==> src/rtl/key_enumerator.sv <==
// Captures a pressed-key vector and streams out the index of each pressed key,
// lowest first, over a valid/ready handshake while counting the keys emitted.
module key_enumerator #(
    parameter int WIDTH = 12,
    parameter int IDX_W = 4,
    parameter int CNT_W = 6
) (
    input  logic             clk,
    input  logic             reset,
    input  logic             start,
    input  logic [WIDTH-1:0] keys,
    output logic             out_valid,
    input  logic             out_ready,
    output logic [IDX_W-1:0] out_index,
    output logic             out_last,
    output logic             busy,
    output logic             done,
    output logic [CNT_W-1:0] count
);

    typedef enum logic [1:0] {
        IDLE,
        SEND,
        DONE
    } state_t;

    state_t           state;
    logic [WIDTH-1:0] mask;
    logic [WIDTH-1:0] next_mask;

    function automatic logic [IDX_W-1:0] lowest_index(input logic [WIDTH-1:0] v);
        logic [IDX_W-1:0] idx;
        idx = '0;
        for (int i = WIDTH - 1; i >= 0; i--) begin
            if (v[i]) idx = IDX_W'(i);
        end
        return idx;
    endfunction

    function automatic logic single_bit(input logic [WIDTH-1:0] v);
        return (v != '0) && ((v & (v - WIDTH'(1))) == '0);
    endfunction

    // Clearing the lowest set bit gives the mask that remains after a handshake.
    assign next_mask = mask & (mask - WIDTH'(1));

    // Outputs are registered and precomputed from the mask that will be held next,
    // so nothing downstream sees a combinational path from out_ready or keys.
    always_ff @(posedge clk or posedge reset) begin
        if (reset) begin
            state     <= IDLE;
            mask      <= '0;
            count     <= '0;
            out_valid <= 1'b0;
            out_index <= '0;
            out_last  <= 1'b0;
            busy      <= 1'b0;
            done      <= 1'b0;
        end else begin
            case (state)
                IDLE: begin
                    if (start) begin
                        mask  <= keys;
                        count <= '0;
                        busy  <= 1'b1;
                        if (keys != '0) begin
                            state     <= SEND;
                            out_valid <= 1'b1;
                            out_index <= lowest_index(keys);
                            out_last  <= single_bit(keys);
                        end else begin
                            state <= DONE;
                            done  <= 1'b1;
                        end
                    end
                end
                SEND: begin
                    if (out_ready) begin
                        mask  <= next_mask;
                        count <= count + CNT_W'(1);
                        if (out_last) begin
                            state     <= DONE;
                            out_valid <= 1'b0;
                            out_index <= '0;
                            out_last  <= 1'b0;
                            done      <= 1'b1;
                        end else begin
                            out_index <= lowest_index(next_mask);
                            out_last  <= single_bit(next_mask);
                        end
                    end
                end
                DONE: begin
                    state <= IDLE;
                    busy  <= 1'b0;
                    done  <= 1'b0;
                end
                default: begin
                    state     <= IDLE;
                    out_valid <= 1'b0;
                    busy      <= 1'b0;
                    done      <= 1'b0;
                end
            endcase
        end
    end

endmodule
==> config.mk <==
export PLATFORM = sky130hd
export DESIGN_NAME = key_enumerator
export DESIGN_NICKNAME = d
export VERILOG_FILES = /design/src/rtl/key_enumerator.sv
export SDC_FILE = /design/constraint.sdc
export NUM_CORES = 1
export LEC_CHECK = 0
export BUFFER_PORTS_ARGS = -buffer_cell sky130_fd_sc_hd__buf_2
export CELL_PAD_IN_SITES_DETAIL_PLACEMENT = 1
export CELL_PAD_IN_SITES_GLOBAL_PLACEMENT = 2
export CORE_UTILIZATION = 37
export CTS_BUF_LIST = sky130_fd_sc_hd__clkbuf_2 sky130_fd_sc_hd__clkbuf_4 sky130_fd_sc_hd__clkbuf_8
export CTS_CLUSTER_SIZE = 30
export DETAILED_ROUTE_END_ITERATION = 10
export PLACE_DENSITY = 0.84
export SETUP_SLACK_MARGIN = 0.1
export SLEW_MARGIN = 20
export SYNTH_ARGS = -nofsm -noshare
export SYNTH_HDL_FRONTEND = slang
export SYNTH_SLANG_ARGS = --single-unit
==> constraint.sdc <==
create_clock -name clk -period 4.23 [get_ports clk]
set_input_delay 0.423 -clock clk [delete_from_list [all_inputs] [get_ports clk]]
set_output_delay 0.423 -clock clk [all_outputs]
set_load 0.01 [all_outputs]
==> results.toml, run 1 <==
[outcome]
status = "finished, final reports clean"

[clock_network]
clk-insertion-delay-late_ns = 0.28
cts_sinks = 28
clk_pin_slew_ns = 0.09
root_buffer = "clkbuf_8"
ctsResizeCount = 0
numCtsBuffers = 3
cts_tree = "done"
cts_setup_buffers = 0
cts_buffer_depth = 2
cts_hold_buf = 0
htree_levels = 1

[yosys]
yosys-mux-area-fraction_pct = 0.544
synth_nets = 283
ys_top_cells_by_count = "nor2_1 (38), o21ai_0 (37), dfrtp_1 (28), nand2_1 (25), a21oi_1 (14)"
synth_seq_cells = 28
synth-xor-area-share_pct = 2.12
synth-simple-area-share_pct = 25.0
synth_compound_area_share_pct = 29.3
synth.most_common_cell = "nor2_1"
postSynthAreaPerCell_um2 = 7.78
synth_flop_cell = "dfrtp_1"
syn_area_um2 = 2070
synth-async-reset-ratio_pct = 100
ys_types = 51
synth_edf_count = 0
yosysSeqAreaShare_pct = 33.9
synth_top_area_share_pct = 33.9
syn_inst = 266
yosysTopAreaCell = "dfrtp_1"
ys.warnings.count = 0
synth-adder-area-share_pct = 3.02
synth_area_leaders = "dfrtp_1 (34%), o21ai_0 (9.0%), nor2_1 (6.9%)"
synth_top_family_by_area = "compound AO/OA/AOI/OAI gates"

[run]
cap_violations = 0

[place]
place_hpwl_mm = 4.68
place_congestion = 0.847
post-place-ws_ns = 1.68
placedCellCount = 347
placed_area_um2 = 2210
io_buffers = 29

[floorplan]
die_h_um = 76.8
io_pins = 30
std_cell_rows = 26
dieArea_um2 = 5890
start_util_pct = 39.5
design.core.area_um2 = 5240
die_w_um = 76.8

[detailed_routing]
viasPerCell = 5.79
wl_mm = 6.08
detail_route.iter0.violations = 85
wl_per_cell_um = 17.4
drc_errors = 0
dr.pass1.iters = 4
route.antenna.remaining_nets = 0
vias = 2026

[global_routing]
grt_use_met3_pct = 2.26
antenna_found_initial = 0
grt_max_degree = 29
top_usage_layer = "met2"
grtUsageMet2_pct = 36.6
grt_pass1_wl_mm = 10.4
overflow = 0
track_usage_pct = 22.2
grt_pass1_vias = 2070
grtUsageMet1_pct = 30.5

[sta]
period_minus_slack_ns = 2.57
fmax_ghz = 0.389
hold_viol = 0
fin_tns_setup_ns = 0
worst_pin_slew_ns = 0.757
relSlewSlack_pct = 49.5
whs_ns = 0.200
fin_worst_skew_ns = 0.00124
report.final.slew_viol_count = 0
setup_viol = 0
rsz0062_at_grt = "no"
setup_ws_ns = 1.66
fin_crit_sh_pct = 60.7

[min_path]
holdCritPathClass = "in2async"

[cells_and_area]
area_growth_pct = 8.77
nNetsFinal = 299
multi_input_area_um2 = 1240
diodes = 0
drive_gt1_share_pct = 15.4
post-route-util_pct = 43.0
fillers = 654
final-seq-area_um2 = 701
final_area_um2 = 2250
stdcell_count = 350

[pwr]
clockPowerShare_pct = 8.5
vdd_ir_drop_max_mv = 0.295
fin_total_pwr_mw = 1.72
seqPwrFrac_pct = 34.1
swShare_pct = 50.9
pwr-share-comb_pct = 57.3
power_density_nw_per_um2 = 766
internal-power_mw = 0.847
leakage_nw = 0.929
total_switching_power_mw = 0.877

[setup_path]
critical_path.endpoint_type = "register"
crit_start = "state[0]$_DFFE_PP0P_"
reg2reg_from = "state[0]$_DFFE_PP0P_"
crit_type = "reg2reg"
crit_fanout = 16
start_kind = "register"
arrival_ns = 2.76
reg2reg_slack_ns = 1.66
cp.required_ns = 4.42
-- layout by cell type (no fill, tap or decap), drive strengths merged, types with 3 or more instances in the layout --
master,count
a2111oi,4
a211oi,4
a21oi,15
a31oi,5
buf,30
clkbuf,3
dfrtp,28
inv,7
maj3,5
nand2,25
nand2b,4
nand4,4
nor2,38
nor2b,6
nor3,10
nor4,4
o211ai,3
o21ai,39
or3,6
or4,3
xor2,5
-- worst max-delay path, stage by stage (launching register included) --
cell and delay [ns]:
dfrtp_1 0.65, nor2b_1 0.57, nand2_1 0.14, nand2_1 0.24, o21ai_1 0.26, or3_1 0.44, o221ai_2 0.18
-- power by group through the flow --
| stage | clock, mW | combinational, mW | sequential, mW |
|---|---|---|---|
| after global placement | 0 | 0.975 | 0.589 |
| after global routing | 0.158 | 1.12 | 0.617 |
| final | 0.147 | 0.988 | 0.588 |
| after CTS | 0.152 | 0.994 | 0.590 |
| after floorplan | 0 | 0.864 | 0.477 |
| after detailed placement | 0 | 0.990 | 0.595 |
-- sequential cells by signal, summed over array words and instances (netlist names) --
register,cells
mask,12
count,6
out_index,4
state,2
busy,1
done,1
out_last,1
out_valid,1
-- final cells by class --
type                    count  area share (%)
well taps                  70            3.89
flip-flops and latches     28            31.1
inverters                   7            1.17
repair buffers             30            6.79
clock buffers               3            1.84
multi-input cells         212            55.2
-- routing by layer --
layer  share of wire [%]  wire, um
met3                 2.5       153
met2                  47      2860
met4                 1.3        81
met5                   0         0
met1                  49      2990
-- path summary, 6_finish.rpt --
| path | to | cells after the start |
|---|---|---|
| min | mask[3]$_DFFE_PP0P_ | 2 |
| max reg2reg | out_last$_DFFE_PP0P_ | 6 |
| min reg2reg | done$_DFFE_PP0P_ | 1 |
| min in group clk | state[0]$_DFFE_PP0P_ | 2 |
| max in group asynchronous | mask[10]$_DFFE_PP0P_ | 2 |
| max | out_last$_DFFE_PP0P_ | 6 |
-- cell families (layout without fill, tap and decap cells) --
family | Yosys count | after routing
fa+ha+maj | 6 | 6
mux | 1 | 1
flops | 28 | 28
simple gates | 108 | 108
xor+xnor | 5 | 5
compound gates | 92 | 92
buf+inv | 26 | 40
Note: power is estimated with default switching activity, not from simulation.
==> inputs of run 2 (changes only) <==
--- a/config.mk
+++ b/config.mk
@@ -8,11 +8,11 @@
 export BUFFER_PORTS_ARGS = -buffer_cell sky130_fd_sc_hd__buf_2
 export CELL_PAD_IN_SITES_DETAIL_PLACEMENT = 1
 export CELL_PAD_IN_SITES_GLOBAL_PLACEMENT = 2
-export CORE_UTILIZATION = 37
+export CORE_UTILIZATION = 34
 export CTS_BUF_LIST = sky130_fd_sc_hd__clkbuf_2 sky130_fd_sc_hd__clkbuf_4 sky130_fd_sc_hd__clkbuf_8
 export CTS_CLUSTER_SIZE = 30
 export DETAILED_ROUTE_END_ITERATION = 10
-export PLACE_DENSITY = 0.84
+export PLACE_DENSITY = 0.78
 export SETUP_SLACK_MARGIN = 0.1
 export SLEW_MARGIN = 20
 export SYNTH_ARGS = -nofsm -noshare
==> constraint.sdc (replaced) <==
create_clock -name clk -period 2.5 [get_ports clk]
set_input_delay 0.25 -clock clk [delete_from_list [all_inputs] [get_ports clk]]
set_output_delay 0.25 -clock clk [all_outputs]
set_load 0.01 [all_outputs]
==> run 2 against run 1 <==
Against the previous run: sequential share of layout area down 1.4 points; global-route usage is 0.85 points lower; register-to-register slack lost 1.4 ns; count of clock-buffer cells in the layout unchanged; clock power is 69% higher; clock skew up 0.0042 ns; flip-flop and latch count stayed put; highest routed layer unchanged.
==> results.toml, run 2 (same netlist as run 1, synthesis figures left out) <==
[cells_and_area]
drive_gt1_share_pct = 19.1
post-route-util_pct = 40.1
diodes = 0
nNetsFinal = 312
largest-register = "mask"
layout_common_cells = "nor2_1 (38), o21ai_0 (37), buf_2 (29), dfrtp_1 (28), nand2_1 (25)"
largest_register_ffs = 12
top_regs = "mask (12), count (6), out_index (4)"
area_growth_pct = 14.0
final_common_cell = "nor2_1"

[sta]
fmax_ghz = 0.442
relSlewSlack_pct = 70.4
period_minus_slack_ns = 2.26
setup_viol = 0
fin_crit_sh_pct = 90.5
hold_viol = 0
fin_tns_setup_ns = 0
worst_pin_slew_ns = 0.444
setup_ws_ns = 0.238
fin_worst_skew_ns = 0.00548
rsz0062_at_grt = "no"
whs_ns = 0.0254
report.final.slew_viol_count = 0

[detailed_routing]
met2_length_mm = 3.05
wl_mm = 6.21
top_layer = "met4"
viasPerCell = 5.61
route.antenna.remaining_nets = 0
detail_route.iter0.violations = 126
drc_errors = 0
dr.pass1.iters = 2
wl_per_cell_um = 16.9
m1WireLength_mm = 3.03
vias = 2064
route.met3.wl_um = 80

[clock_network]
cts_setup_buffers = 0
cts_tree = "done"
root_buffer = "clkbuf_8"
cts_buffer_depth = 2
clk_pin_slew_ns = 0.10
clk-insertion-delay-late_ns = 0.28
htree_levels = 1
numCtsBuffers = 3
cts_sinks = 28

[global_routing]
grt_max_degree = 29
antenna_found_initial = 0
track_usage_pct = 21.4
grt_pass1_wl_mm = 10.5
overflow = 0
grt_pass1_vias = 2000

[place]
place_congestion = 0.758
post-place-ws_ns = 0.237
place_hpwl_mm = 4.84
io_buffers = 29

[floorplan]
start_util_pct = 35.1
std_cell_rows = 28
design.core.area_um2 = 5890
die_h_um = 80.0
dieArea_um2 = 6400
io_pins = 30
die_w_um = 80.0

[setup_path]
crit_type = "reg2reg"
crit_fanout = 19
worstRegToRegCells = 6
critical_path.endpoint_type = "register"
arrival_ns = 2.46
start_kind = "register"
cp.required_ns = 2.70

[min_path]
holdCritPathClass = "in2async"

[pwr]
leakage_nw = 0.995
fin_total_pwr_mw = 3.06
vdd_ir_drop_max_mv = 0.565
power_density_nw_per_um2 = 1300

[outcome]
status = "finished, final reports clean"

[run]
cap_violations = 0
[run 2: cell count changes in the layout (fill, tap and decap cells not counted), sizes merged]
| cell | delta |
|---|---|
| buf | +13 |
[run 2: stage by stage]
stage          area, um^2  std cells
2_1_floorplan        2070        266
3_3_place_gp         2310        365
3_5_place_dp         2310        365
4_1_cts              2350        368
5_1_grt              2360        368
6_report             2360        368
[run 2: per-layer routing]
metal | track usage (%) | up-vias
met2 | 35.6 | 19
met3 | 2.06 | 4
met1 | 29.8 | 1018
li1 | - | 1023
met5 | 0 | -
met4 | 4.82 | 0
[run 2: worst max-delay path, stage by stage (launching register included)]
cell       delay, ns
dfrtp_1         0.39
or4_4           0.66
a2111oi_0       0.32
nor3_1          0.16
nor2_1          0.13
mux2_2          0.35
o221ai_2        0.17
[run 2: power breakdown]
| part | switching, mW | total (mW) | internal, mW |
|---|---|---|---|
| Clock | 0.140 | 0.249 | 0.108 |
| Combinational | 1.13 | 1.93 | 0.800 |
| Sequential | 0.250 | 0.886 | 0.636 |
[run 2: final timing paths]
kind / slack (ns) / to / start
worst max-delay path: 0.24 / out_last$_DFFE_PP0P_ / mask[0]$_DFFE_PP0P_
worst min-delay path: 0.03 / count[2]$_DFFE_PP0P_ / reset
worst max register to register: 0.24 / out_last$_DFFE_PP0P_ / mask[0]$_DFFE_PP0P_
worst min register to register: 0.48 / out_index[2]$_DFFE_PP0P_ / out_index[2]$_DFFE_PP0P_
max in group asynchronous: 2.20 / mask[11]$_DFFE_PP0P_ / reset
min in group clk: 0.23 / state[0]$_DFFE_PP0P_ / start
[run 2: cell type report]
type,count,area [um^2]
sequential,28,701
inverter,7,26.3
timing repair buffer,43,250
multi-input combinational,212,1250
tap,75,93.8
clock buffer,3,41.3
fill,760,3530
[run 2: what timing repair did]
action / CTS / global route
resized for setup: 0 / 1
hold buffers: 0 / 0
endpoints found under the setup margin: 0 / 1
